`src/rtl/scan_decoder.sv`:
```
// Registered N-to-2^N one-hot decoder with a free-running scan mode.
// In DECODE mode the active output follows a loaded index. In SCAN mode
// the active output steps through every index, holding each one for
// dwell+1 cycles. All outputs come straight from flops.
module scan_decoder #(
  parameter  int SEL_W   = 2,
  parameter  int DWELL_W = 8,
  localparam int NOUT    = 2**SEL_W
) (
  input  logic               clk,
  input  logic               rst_n,
  input  logic               enable,
  input  logic               mode,
  input  logic               load,
  input  logic [SEL_W-1:0]   sel,
  input  logic [DWELL_W-1:0] dwell,
  output logic [NOUT-1:0]    d_out,
  output logic [SEL_W-1:0]   cur_idx,
  output logic               wrap
);

  localparam logic MODE_DECODE = 1'b0;

  logic [SEL_W-1:0]   r_idx;
  logic [DWELL_W-1:0] r_cnt;
  logic [NOUT-1:0]    r_d_out;
  logic               r_wrap;

  logic [SEL_W-1:0]   w_next_idx;
  logic [DWELL_W-1:0] w_next_cnt;
  logic [NOUT-1:0]    w_next_d_out;
  logic               w_next_wrap;

  // Next index, dwell count and wrap flag, in priority order:
  // enable=0 freezes, then load, then DECODE hold, then the SCAN advance.
  always_comb begin
    // NOTE: every signal gets a default before any branch, so a path
    // that leaves one unassigned cannot turn it into a latch.
    w_next_idx  = r_idx;
    w_next_cnt  = r_cnt;
    w_next_wrap = 1'b0;

    if (!enable) begin
      // Freeze: index and count keep their values, so the scan resumes
      // exactly where it stopped.
      w_next_idx = r_idx;
      w_next_cnt = r_cnt;
    end else if (load) begin
      w_next_idx = sel;
      w_next_cnt = '0;
    end else if (mode == MODE_DECODE) begin
      // The count is parked at zero so a later switch to SCAN starts a
      // fresh dwell from the current index.
      w_next_cnt = '0;
    end else if (r_cnt == dwell) begin
      // Index arithmetic wraps naturally in SEL_W bits.
      w_next_cnt  = '0;
      w_next_idx  = r_idx + 1'b1;
      w_next_wrap = (r_idx == '1);
    end else begin
      // If dwell was lowered below the count, the count runs on and
      // wraps modulo 2**DWELL_W until it meets the new dwell.
      w_next_cnt = r_cnt + 1'b1;
    end
  end

  // One-hot image of the next index, blanked while disabled.
  always_comb begin
    w_next_d_out = '0;
    if (enable) begin
      w_next_d_out[w_next_idx] = 1'b1;
    end
  end

  // State and output registers with synchronous active-low reset.
  always_ff @(posedge clk) begin
    // NOTE: sequential state uses non-blocking assignments so every flop
    // samples the pre-edge values regardless of statement order.
    if (!rst_n) begin
      r_idx   <= '0;
      r_cnt   <= '0;
      r_d_out <= '0;
      r_wrap  <= 1'b0;
    end else begin
      r_idx   <= w_next_idx;
      r_cnt   <= w_next_cnt;
      r_d_out <= w_next_d_out;
      r_wrap  <= w_next_wrap;
    end
  end

  assign d_out   = r_d_out;
  assign cur_idx = r_idx;
  assign wrap    = r_wrap;

endmodule

```
`config.mk`:
```
export PLATFORM = sky130hd
export DESIGN_NAME = scan_decoder
export DESIGN_NICKNAME = d
export VERILOG_FILES = /design/src/rtl/scan_decoder.sv
export SDC_FILE = /design/constraint.sdc
export NUM_CORES = 1
export LEC_CHECK = 0
export ABC_AREA = 1
export BUFFER_PORTS_ARGS = -buffer_cell sky130_fd_sc_hd__buf_2
export CAP_MARGIN = 20
export CORE_ASPECT_RATIO = 1.25
export CORE_MARGIN = 2
export CORE_UTILIZATION = 30
export CTS_BUF_LIST = sky130_fd_sc_hd__clkbuf_4 sky130_fd_sc_hd__clkbuf_8
export DETAILED_ROUTE_END_ITERATION = 8
export GPL_TIMING_DRIVEN = 0
export PLACE_DENSITY = 0.49
export SKIP_CTS_REPAIR_TIMING = 1
export SLEW_MARGIN = 10
export SYNTH_ARGS = -nofsm -noshare
export SYNTH_HDL_FRONTEND = slang
export SYNTH_SLANG_ARGS = --single-unit
```
`constraint.sdc`:
```
create_clock -name clk -period 1.61 [get_ports clk]
set_input_delay 0 -clock clk [delete_from_list [all_inputs] [get_ports clk]]
set_output_delay 0 -clock clk [all_outputs]
set_load 0.05 [all_outputs]
```
==> out/results.ini <==
[yosys]
synthTopCellsByCount = 35 x nand2_1, 18 x inv_1, 15 x dfxtp_1
ys_seq_area_share_pct = 35.71
synth_area_leaders = dfxtp_1 36%, nand2_1 16%, inv_1 8.0%
synth_area_um2 = 840.8
syn-mean-instance-area_um2 = 6.949
synth_warnings = 0
synth_top_area_share_pct = 35.71
synth_area_leader_cell = dfxtp_1
synth.most_common_cell = nand2_1
yosysUniqueCellTypes = 21
synth_ff_type = dfxtp_1
async_flop_share_pct = 0
synth_edf_count = 0
syn_nets = 138
ys_ff_latch = 15
syn_inst = 121

[routing]
wl_um = 1699
drc_errors = 0
wl_per_cell_um = 9.439
vias_per_cell = 4.439
drt_iter0_drc = 16
dr.pass1.iters = 4
num_vias = 799
ant_nets = 0

[die]
core_area_um2 = 2680
start_util_pct = 31.37
rows = 21
die_area_um2 = 3245
die_w_um = 51.35
io_pins = 22
die_h_um = 63.19

[cts]
cts_sinks = 15
cts_root_buf = clkbuf_4
clk_latency_ns = 0.28
cts.clk_slew.worst_paths_ns = 0.09
htreeDepth = 1
cts_buffers = 3
cts_tree = done
cts_buffer_depth = 2

[worst_setup_path]
path_class = flip-flop to flip-flop
crit_path_frequent_cell = nand2_1
reg2reg_slack_ns = 0.25
end_kind = flip-flop
critPathSlowestCell = dfxtp_1
slowest_delay_ns = 0.40
crit_required_ns = 1.78
crit_path_start_kind = flip-flop
crit_chain = xnor2_1 > nand2_1 > nor2_4 > nand3_2 > nand2_1 > nand2_1 > nand2_2 > nand2_1 > nand2_1 > nor2_1
crit_arrival_ns = 1.53
worstPathMaxFanout = 4

[outcome]
status = finished clean

[placed_design]
portBuffers = 20
gp_congestion = 0.8459
dp_cells = 175
hpwl_um = 1401

[final_layout]
nets = 164
multi_input_area_um2 = 461.7
drive_gt1_share_pct = 24.66
diodes = 0
regArea_um2 = 300.3
final_util_pct = 38.19
area_growth_syn_to_layout_pct = 21.73
layout.cells.non_filler = 180
num-fill-cells = 316

[timing]
hold_viol = 0
slew_violations = 0
setup_viol = 0
period_share_pct = 84.36
worst_pin_slew_ns = 0.3418
rsz0062_at_grt = no
period_minus_slack_ns = 1.358
finalSetupTns_ns = 0
maxSlewHeadroom_pct = 77.04
max_freq_mhz = 736.3
skew_ns = 0.006148

[power]
sw_frac_of_total_pct = 27.77
seq_power_share_pct = 52.0
p_comb_share_pct = 17.5
powerDensity_nw_per_um2 = 725.1
intPower_uw = 536.1
power.share.clock_pct = 30.5
leakage_uw = 0.0004923
vdd_drop_max_uv = 359.4
p_sw_uw = 206.1

[grt]
grt_pass1_vias = 773
grt_antenna_before_repair = 0
grt_overflow_total = 0
grt.total_usage_pct = 12.20
grt_pass1_wl_um = 3036
grt_max_degree = 11

[flow_run]
maxCapViolCount = 0

[min_path]
worstHoldPathType = primary input to flip-flop

[critical path, delay by kind of cell (launching register included)]
kind                      cells  cell delay (ns)
and+or+nand+nor               9             0.72
xor gates and xnor gates      1             0.13
DFF                           1             0.40
[power by group through the flow]
stage / Combinational [µW] / Clock [µW] / Sequential (µW)
after floorplan: 62.3 / 0 / 421
after detailed placement: 129 / 0 / 395
after global routing: 145 / 262 / 388
after CTS: 129 / 238 / 386
after global placement: 127 / 0 / 395
final: 130 / 226 / 386
[path summary, 6_finish.rpt]
path,start,end,cells past startpoint
worst min register to register,r_cnt[0],r_cnt[0],2
worst max register to register,r_cnt[2],d_out[3],10
worst max-delay path,r_cnt[2],d_out[3],10
worst min-delay path,rst_n,cur_idx[0],3
[cells in the final DEF (no fill, tap or decap), drive strengths merged]
cell	instances
inv	19
clkbuf	4
nand3	8
nand4	3
o21ai	2
nor3	3
a21oi	8
a211oi	1
dlygate4sd3	1
a221oi	1
dfxtp	15
xor2	3
buf	21
nor2	15
xnor2	3
ha	2
nand2	37
[through the flow]
stage	hold slack [ns]	power (µW)	setup WS (ns)	instance area, µm²
detailed placement	0.2789	523.7	0.2478	983.4
finish	0.04843	742.2	0.2518	1023
global placement	0.2830	521.9	0.2652	983.4
floorplan	0.1315	482.9	0.1381	840.8
global route	0.05305	795.1	0.03013	1023
CTS	-0.02735	753.2	0.2309	1013
[routing by layer]
layer | share of wire (%) | vias to the layer above | global-route usage, %
met5 | 0 | - | 0
met4 | 0.71 | 0 | 4.934
met3 | 4.1 | 2 | 2.133
met2 | 48 | 19 | 20.29
met1 | 47 | 344 | 15.34
li1 | - | 434 | -
[layout make-up]
class / instances / area share, %
Multi-Input combinational cell: 86 / 45.11
Sequential cell: 15 / 29.34
Clock buffer: 4 / 2.934
Inverter: 19 / 6.968
Timing Repair Buffer: 21 / 10.76
Tap cell: 34 / 4.156
Buffer: 1 / 0.7335
[sequential cells by signal, indices dropped and copies added, names as in the netlist]
name,cells
r_cnt,8
d_out,4
cur_idx,2
wrap,1
[cells by family (layout without fill, tap and decap cells)]
| kind of cell | count (synthesis) | in the layout | synth area share, % |
|---|---|---|---|
| and+or+nand+nor | 66 | 66 | 36.76 |
| DFF | 15 | 15 | 35.71 |
| AOI/OAI and AO/OA | 12 | 12 | 8.928 |
| adders and majority gates | 2 | 2 | 2.976 |
| xor gates and xnor gates | 6 | 6 | 6.251 |
| buffers and inverters | 20 | 45 | 9.374 |
Power figures use the tool's default switching activity.
